--- config.mk ---
export PLATFORM = sky130hd
export DESIGN_NAME = imem_loader
export DESIGN_NICKNAME = d
export VERILOG_FILES = /design/src/rtl/imem_loader.sv
export SDC_FILE = /design/constraint.sdc
export NUM_CORES = 1
export LEC_CHECK = 0
export CORE_MARGIN = 2
export CORE_UTILIZATION = 30
export DETAILED_ROUTE_END_ITERATION = 12
export MAX_ROUTING_LAYER = met4
export PLACE_DENSITY = 0.6
export SYNTH_ARGS = -nofsm -noshare
export SYNTH_HDL_FRONTEND = slang
export SYNTH_SLANG_ARGS = --single-unit
export TNS_END_PERCENT = 50
--- constraint.sdc ---
create_clock -name clk -period 3 [get_ports clk]
set_input_delay 0.3 -clock clk [delete_from_list [all_inputs] [get_ports clk]]
set_output_delay 0.3 -clock clk [all_outputs]
set_load 0.05 [all_outputs]
--- src/rtl/imem_loader.sv ---
// imem_loader: receives a framed byte stream and writes it into instruction memory.
//
// The stream is LEN_LO, LEN_HI (16-bit word count N), then 4*N data bytes with
// little-endian words, then one checksum byte (XOR of all data bytes). Each
// assembled word is written one cycle after its 4th byte is accepted. The core
// is held in reset while a load runs and after a failed load.
//
// Handshake: a byte moves on a rising edge where i_byte_valid and o_byte_ready
// are both high. o_byte_ready is registered and is high only in LEN0, LEN1,
// DATA and CSUM. The source may drop i_byte_valid at any time; the FSM then
// holds still.
//
// Ports:
//   clk, rst_n          clock, asynchronous active-low reset
//   i_start             one-cycle load request (honoured in IDLE/DONE/ERR only)
//   i_byte_valid        i_byte_data carries a stream byte
//   i_byte_data[7:0]    stream byte
//   o_byte_ready        byte accepted on this cycle's edge when valid is high
//   o_imem_we           one-cycle instruction-memory write strobe
//   o_imem_waddr[31:0]  word-aligned byte address (BASE_ADDR + 4*index)
//   o_imem_wdata[31:0]  assembled instruction word
//   o_busy              load in progress
//   o_done              last load completed with a good checksum
//   o_err               last load failed (oversize length or bad checksum)
//   o_cpu_hold          core held in reset while high
//   o_dbg_state[2:0]    current FSM state, for observation only
module imem_loader #(
  parameter int          DEPTH_WORDS = 2048,
  parameter logic [31:0] BASE_ADDR   = 32'h0000_0000,
  parameter logic        BOOT_HOLD   = 1'b0
) (
  input  logic        clk,
  input  logic        rst_n,
  input  logic        i_start,
  input  logic        i_byte_valid,
  input  logic [7:0]  i_byte_data,
  output logic        o_byte_ready,
  output logic        o_imem_we,
  output logic [31:0] o_imem_waddr,
  output logic [31:0] o_imem_wdata,
  output logic        o_busy,
  output logic        o_done,
  output logic        o_err,
  output logic        o_cpu_hold,
  output logic [2:0]  o_dbg_state
);

  typedef enum logic [2:0] {
    S_IDLE = 3'd0,
    S_LEN0 = 3'd1,
    S_LEN1 = 3'd2,
    S_DATA = 3'd3,
    S_CSUM = 3'd4,
    S_DONE = 3'd5,
    S_ERR  = 3'd6
  } state_t;

  state_t      state, state_next;
  logic [1:0]  byte_cnt;
  logic [15:0] word_idx;
  logic [15:0] len_q;
  logic [7:0]  csum;
  logic [31:0] asm_word;

  logic        accept;
  logic        start_go;
  logic [15:0] n_full;
  logic        last_byte;
  logic        last_word;
  logic        busy_next;

  assign o_dbg_state = state;
  assign accept      = i_byte_valid & o_byte_ready;
  assign n_full      = {i_byte_data, len_q[7:0]};
  assign last_byte   = (byte_cnt == 2'd3);
  // word_idx counts words already written, so the word in flight is the last
  // one when word_idx + 1 reaches N.
  assign last_word   = ((word_idx + 16'd1) == len_q);
  assign start_go    = i_start &&
                       (state == S_IDLE || state == S_DONE || state == S_ERR);

  always_comb begin
    state_next = state;
    case (state)
      S_IDLE, S_DONE, S_ERR: if (i_start) state_next = S_LEN0;
      S_LEN0: if (accept) state_next = S_LEN1;
      S_LEN1: begin
        if (accept) begin
          if (32'(n_full) > 32'(DEPTH_WORDS)) state_next = S_ERR;
          else if (n_full == 16'd0)           state_next = S_CSUM;
          else                                state_next = S_DATA;
        end
      end
      // Leaving DATA on the last byte puts the final write strobe in the
      // first CSUM cycle, so the checksum byte may follow back-to-back.
      S_DATA: if (accept && last_byte && last_word) state_next = S_CSUM;
      S_CSUM: begin
        if (accept) state_next = (i_byte_data == csum) ? S_DONE : S_ERR;
      end
      default: state_next = S_IDLE;
    endcase
  end

  assign busy_next = (state_next == S_LEN0) || (state_next == S_LEN1) ||
                     (state_next == S_DATA) || (state_next == S_CSUM);

  always_ff @(posedge clk or negedge rst_n) begin
    if (!rst_n) begin
      state        <= S_IDLE;
      o_byte_ready <= 1'b0;
      o_busy       <= 1'b0;
      o_done       <= 1'b0;
      o_err        <= 1'b0;
      o_cpu_hold   <= BOOT_HOLD;
      o_imem_we    <= 1'b0;
      o_imem_waddr <= 32'h0;
      o_imem_wdata <= 32'h0;
      byte_cnt     <= 2'd0;
      word_idx     <= 16'd0;
      len_q        <= 16'd0;
      csum         <= 8'h0;
      asm_word     <= 32'h0;
    end else begin
      state        <= state_next;
      o_byte_ready <= busy_next;
      o_busy       <= busy_next;
      o_done       <= (state_next == S_DONE);
      o_err        <= (state_next == S_ERR);
      // IDLE is only reachable through reset, where the boot policy applies.
      o_cpu_hold   <= (state_next == S_IDLE) ? BOOT_HOLD : (state_next != S_DONE);
      o_imem_we    <= 1'b0;

      if (start_go) begin
        byte_cnt <= 2'd0;
        word_idx <= 16'd0;
        csum     <= 8'h0;
        asm_word <= 32'h0;
      end

      if (accept) begin
        case (state)
          S_LEN0: len_q[7:0]  <= i_byte_data;
          S_LEN1: len_q[15:8] <= i_byte_data;
          S_DATA: begin
            csum     <= csum ^ i_byte_data;
            byte_cnt <= byte_cnt + 2'd1;
            if (last_byte) begin
              o_imem_we    <= 1'b1;
              o_imem_wdata <= {i_byte_data, asm_word[23:0]};
              o_imem_waddr <= BASE_ADDR + {14'd0, word_idx, 2'b00};
              word_idx     <= word_idx + 16'd1;
            end else begin
              asm_word[8*byte_cnt +: 8] <= i_byte_data;
            end
          end
          default: ;
        endcase
      end
    end
  end

endmodule

==> results of run 1 <==
-- critical path: stages (launching register included) --
cell and delay (ns):
dfrtp_1 0.47, ha_1 0.31, nand3_2 0.15, or3_1 0.40, nor3_1 0.21, o2111ai_1 0.15
or4_4 0.59, o21a_4 0.25, xor2_1 0.16
-- worst max-delay path by stage --
stage	depth (start not counted)	end
3_5_place_dp	7	o_busy
6_report	8	o_busy
5_1_grt	9	o_busy
2_1_floorplan	8	o_busy
4_1_cts	8	o_busy
3_3_place_gp	7	o_busy
-- cells in the mapped netlist (all sizes together) (2+ instances only) --
master / instances / area share, %
nor2b: 7 / 0.76
nor4b: 3 / 0.67
a21o: 2 / 0.26
clkbuf: 17 / 1.1
a22o: 29 / 4.4
buf: 32 / 3.9
a21oi: 10 / 0.93
mux2: 13 / 2.5
nor2: 18 / 1.2
and3: 2 / 0.30
dfrtp: 122 / 53
nor3b: 3 / 0.39
o21a: 2 / 0.39
xor2: 11 / 1.7
nand3b: 2 / 0.26
or4: 5 / 0.78
inv: 9 / 0.59
o21ai: 45 / 3.9
o211ai: 4 / 0.61
nand3: 9 / 0.95
nor3: 8 / 0.78
nand2: 169 / 11
o41ai: 3 / 0.46
nor4: 7 / 0.87
ha: 6 / 1.3
and2: 2 / 0.22
nand4: 7 / 1.0
o31ai: 4 / 0.52
xnor2: 22 / 3.5
-- stage by stage --
stage          instances  power (mW)  utilization, %  area [µm²]
2_1_floorplan        601        3.16               -        5830
3_5_place_dp         877        3.55            35.7        6700
3_3_place_gp         877        3.53            35.7        6700
5_1_grt              909        5.84            38.9        7300
6_report             909        5.54            38.9        7300
4_1_cts              909        5.60            38.9        7300
-- logic make-up (layout without fill, tap and decap cells) --
| kind of cell | count (synthesis) | after routing | share of synthesized area (%) |
|---|---|---|---|
| muxes | 13 | 13 | 2.54 |
| other | 1 | 16 | 0.0650 |
| DFF | 122 | 122 | 52.9 |
| xor gates and xnor gates | 33 | 33 | 5.14 |
| adders and majority gates | 6 | 6 | 1.30 |
| AOI/OAI and AO/OA | 107 | 107 | 12.8 |
| and+or+nand+nor | 246 | 246 | 19.7 |
| buffers and inverters | 58 | 132 | 5.59 |
-- area by class of cell --
class / count / area, µm²
Timing Repair Buffer: 92 / 873
Multi-Input combinational cell: 421 / 2450
Clock buffer: 24 / 502
Fill cell: 1861 / 11500
Sequential cell: 122 / 3050
Inverter: 9 / 33.8
Tap cell: 234 / 293
Clock inverter: 7 / 88.8
-- timing repair --
item,4_1_cts,5_1_grt
gates resized for setup,0,0
hold buffers,1,0
hold endpoints to repair,45,0
-- state kept, by name, summed over array words and instances, names as in the netlist --
register      flops
o_busy            1
o_imem_waddr     16
byte_cnt          2
o_dbg_state       3
csum              8
o_imem_we         1
o_err             1
o_done            1
len_q            16
asm_word         24
o_cpu_hold        1
o_imem_wdata     32
word_idx         16
-- layer usage --
layer / wire, µm / part of all wire, %
met1: 6770 / 48
met2: 6570 / 47
met5: 0 / 0
met3: 448 / 3.2
met4: 188 / 1.3
-- power groups by stage --
stage / Combinational, mW / Clock [mW] / Sequential, mW
global placement: 1.36 / 0 / 2.17
CTS: 1.39 / 2.07 / 2.15
detailed placement: 1.38 / 0 / 2.17
global route: 1.50 / 2.15 / 2.19
floorplan: 0.949 / 0 / 2.21
finish: 1.38 / 2.03 / 2.14
==> qor.yml, run 1 <==
status:
  outcome: "complete, no violations"
drt:
  routed_wirelength_um: 14000
  drt_iter0_markers: 315
  avgRoutedWirePerCell_um: 15.4
  drc: 0
  drtAntennaViolNets: 0
  viasPerCell: 4.74
  dr.pass1.iters: 4
  dr_total_vias: 4309
setup_path:
  crit_path_end_kind: "flop"
  worstSetupPathType: "flop to flop"
  startpoint_type: "flop"
  r2r_end: "o_busy"
  crit_required_ns: 3.29
  r2r-start: "word_idx[1]"
  critPathArrivalTime_ns: 3.12
  rr_worst_depth: 8
  reg2reg_slack_ns: 0.17
  worstPathMaxFanout: 6
  crit_start: "word_idx[1]"
timing:
  final-hold-violation-count: 0
  holdWs_ns: 0.442
  slew_viol_final: 0
  finalCriticalPeriod_ns: 2.83
  fin_tns_setup_ns: 0
  tightest_slew_ns: 1.11
  fin_ws_ns: 0.172
  fin_skew_ns: 0.00809
  fin_crit_sh_pct: 94.3
  setup_viol: 0
  rsz0062_at_grt: "false"
  max_freq_mhz: 354
  slew_headroom_pct: 25.7
cells_and_area:
  antenna_cells: 0
  mostFrequentLayoutCells: "nand2_1, dfrtp_1, clkdlybuf4s50_1, o21ai_0, a22o_1"
  drive_gt1_share_pct: 12.3
  syn_to_final_growth_pct: 26.5
  fin_nets: 681
  final_common_cell: "nand2_1"
power:
  seqPwrFrac_pct: 38.6
  p_sw_share_pct: 31.8
  combinationalPowerShare_pct: 24.8
  switchingPower_mw: 1.76
  p_int_mw: 3.78
  p_per_area_nw_per_um2: 760
  max-vdd-ir-drop_mv: 0.395
  p_leak_nw: 3.38
  p_clk_share_pct: 36.6
cts:
  htreeDepth: 4
  cts_setup_buffers: 0
  tritoncts: "done"
  worstSkewPairLatency_ns: 0.42
  cts_root_buf: "clkbuf_16"
  cts.clk_slew.worst_paths_ns: 0.06
  cts_made_buffers: 17
  clkSinkCount: 122
  clk_path_buf_depth: 2
yosys:
  synthCells: 586
  netlist_area_um2: 5770
  synth-seq-area-share_pct: 52.9
  ys_warn_count: 0
  synth.avg_cell_area_um2: 9.85
  async_flop_share_pct: 100
  synth.distinct_cells: 57
  ys_ff_latch: 122
  synth_edf_count: 0
  synth_flop_cell: "dfrtp_1"
global_route:
  grt_max_degree: 72
  use_met3_pct: 2.95
  grt_overflow_total: 0
  antenna_found_initial: 0
  grtUsageMet2_pct: 22.3
  use_met1_pct: 20.0
  grt_pass1_vias: 4286
  grt_first_pass_wirelength_um: 22900
  busiest_layer: "met2"
  grtUsageTotal_pct: 14.9
floorplanning:
  ios: 85
  start_util_pct: 30.7
  die_area_um2: 20400
  die_h_um: 143
  rows: 50
  core_um2: 18800
  die_w_um: 143
placed_design:
  io_buffer_count: 68
  pre_cts_ws_ns: 0.0858
  hpwl_um: 9380
  gp_congestion: 0.819
job:
  maxCapViolCount: 0
worst_hold_path:
  hold_class: "input pin to async pin"
No activity file was read; power rests on OpenSTA's default activity.
==> inputs of run 2 (changes only) <==
Settings changed: ABC_CLOCK_PERIOD_IN_PS set to 2400, CORE_MARGIN 2 to not set, PLACE_DENSITY 0.6 to 0.62.
Clock period 3 ns to 2.4 ns, I/O delays scaled along.
==> run 2 against run 1 <==
The flow now finishes with violations (setup timing); maximum frequency grew 13%; cell count grew 6.4%; clock skew shrank 0.0014 ns; design area grew 9.0%; sequential cell count is the same; sequential power grew 24%; register-to-register slack lost 0.28 ns; critical path depth shrank 1; global-route usage grew 1.1 points; utilization grew 3.5 points; first-iteration DRC count grew 0.63%; non-clock buffer count grew 58; highest routed layer unchanged.
==> qor.yml, run 2 (synthesized netlist as in run 1, its figures left out) <==
global_route:
  antenna_found_initial: 0
  grtUsageTotal_pct: 16.0
  grt_max_degree: 123
  grt_overflow_total: 0
  grt_pass1_vias: 4536
  grt_first_pass_wirelength_um: 24100
power:
  max-vdd-ir-drop_mv: 0.735
  p_per_area_nw_per_um2: 934
  p_leak_nw: 3.73
drt:
  drt_iter0_markers: 317
  drc: 0
  drtAntennaViolNets: 0
  avgRoutedWirePerCell_um: 14.8
  routed_wirelength_um: 14300
  dr_total_vias: 4577
  viasPerCell: 4.73
  dr.pass1.iters: 6
floorplanning:
  ios: 85
  rows: 50
  core_um2: 18800
  die_w_um: 141
  die_h_um: 141
  die_area_um2: 19800
  start_util_pct: 30.7
status:
  violations: "setup timing"
  outcome: "complete, but fails checks"
cells_and_area:
  mostFrequentLayoutCells: "nand2_1, dfrtp_1, buf_4, clkdlybuf4s50_1, o21ai_0"
  syn_to_final_growth_pct: 37.8
  multiInputGateArea_um2: 2560
  fin_nets: 739
  final_util_pct: 42.4
  largest_reg_flops: 32
  largest-register: "o_imem_wdata"
  regArea_um2: 3060
  final_common_cell: "nand2_1"
  nFillCells: 1776
  largest_registers: "o_imem_wdata: 32 flops, asm_word: 24 flops"
  drive_gt1_share_pct: 22.0
  antenna_cells: 0
  final_area_um2: 7950
timing:
  fin_skew_ns: 0.00667
  final-hold-violation-count: 0
  rsz0062_at_grt: "true"
  fin_crit_sh_pct: 104
  fin_ws_ns: -0.104
  max_freq_mhz: 399
  slew_viol_final: 0
  slew_headroom_pct: 52.0
  setup_viol: 5
  tightest_slew_ns: 0.720
  holdWs_ns: 0.410
  finalCriticalPeriod_ns: 2.50
placed_design:
  pre_cts_ws_ns: -0.488
  io_buffer_count: 68
  gp_congestion: 0.848
  hpwl_um: 9710
  post_dp_cell_area_um2: 7170
setup_path:
  worstSetupPathType: "flop to flop"
  cpPeakStageDelay_ns: 0.49
  rr_worst_depth: 7
  crit_slowest_cell: "or4_4"
  reg2reg_slack_ns: -0.10
  startpoint_type: "flop"
  r2r_end: "o_busy"
  crit_path_end_kind: "flop"
  path_cells: "xnor2_2, xnor2_1, or4_1, a211o_1, or4_4, o21a_4, xor2_1"
  crit_required_ns: 2.69
  worstPathMaxFanout: 8
  r2r-start: "word_idx[7]"
  critPathArrivalTime_ns: 2.80
job:
  maxCapViolCount: 0
cts:
  tritoncts: "done"
  clk_path_buf_depth: 2
  cts_made_buffers: 17
  worstSkewPairLatency_ns: 0.42
  cts_root_buf: "clkbuf_16"
  cts.clk_slew.worst_paths_ns: 0.06
  clkSinkCount: 122
  htreeDepth: 4
worst_hold_path:
  hold_class: "input pin to async pin"
## run 2: cell count changes in the layout (fill, tap and decap cells not counted), moves of 4 or more
cell and delta:
buf_4 +55, dfrtp_1 -6, dfrtp_2 +6, bufinv_16 +4
clkbuf_8 -4
## run 2: critical path, delay by kind of cell (launching register included)
kind / cells / cell delay (ns)
AOI/OAI and AO/OA: 2 / 0.51
and+or+nand+nor: 2 / 0.95
DFF: 1 / 0.47
xor gates and xnor gates: 3 / 0.45
## run 2: final cells by class
class	count	share of cell area (%)
clock inverters	13	2.82
inverters	9	0.425
well taps	234	3.68
repair buffers	150	16.9
flip-flops and latches	122	38.5
clock buffers	18	5.52
multi-input cells	421	32.1
## run 2: routing by layer
metal / track usage, % / share of wire, %
met5: - / 0
met2: 23.7 / 46
met1: 21.5 / 49
met3: 3.91 / 3.8
met4: 5.15 / 0.94
## run 2: where the power goes
group | internal (mW) | switching (mW) | leakage [nW]
Sequential | 2.36 | 0.298 | 1.65
Combinational | 0.833 | 1.06 | 1.76
Clock | 1.96 | 0.922 | 0.322
## run 2: repair_timing
action | CTS | global route
hold endpoints to repair | 122 | 0
gates resized for setup | 11 | 7
hold buffers | 1 | 0
buffers inserted | 3 | 0
gates cloned | 0 | 0
endpoints found under the setup margin | 7 | 7
pin swaps | 6 | 3
## run 2: worst max path at each step
stage	from	endpoint	slack, ns	cells after the start
2_1_floorplan	word_idx[3]	o_busy	-0.05	8
3_3_place_gp	i_byte_data[6]	o_busy	-0.41	7
3_5_place_dp	i_byte_data[6]	o_busy	-0.49	7
4_1_cts	word_idx[7]	o_busy	-0.1	7
5_1_grt	word_idx[7]	o_busy	-0.17	7
6_report	word_idx[7]	o_busy	-0.10	7
## run 2: through the flow
step | std cells | power (mW) | setup TNS (ns)
after detailed placement | 932 | 4.54 | -2.05
after CTS | 967 | 7.47 | -0.352
after global routing | 967 | 7.80 | -0.791
after floorplan | 601 | 3.95 | -0.0460
final | 967 | 7.43 | -0.387
after global placement | 932 | 4.53 | -1.87
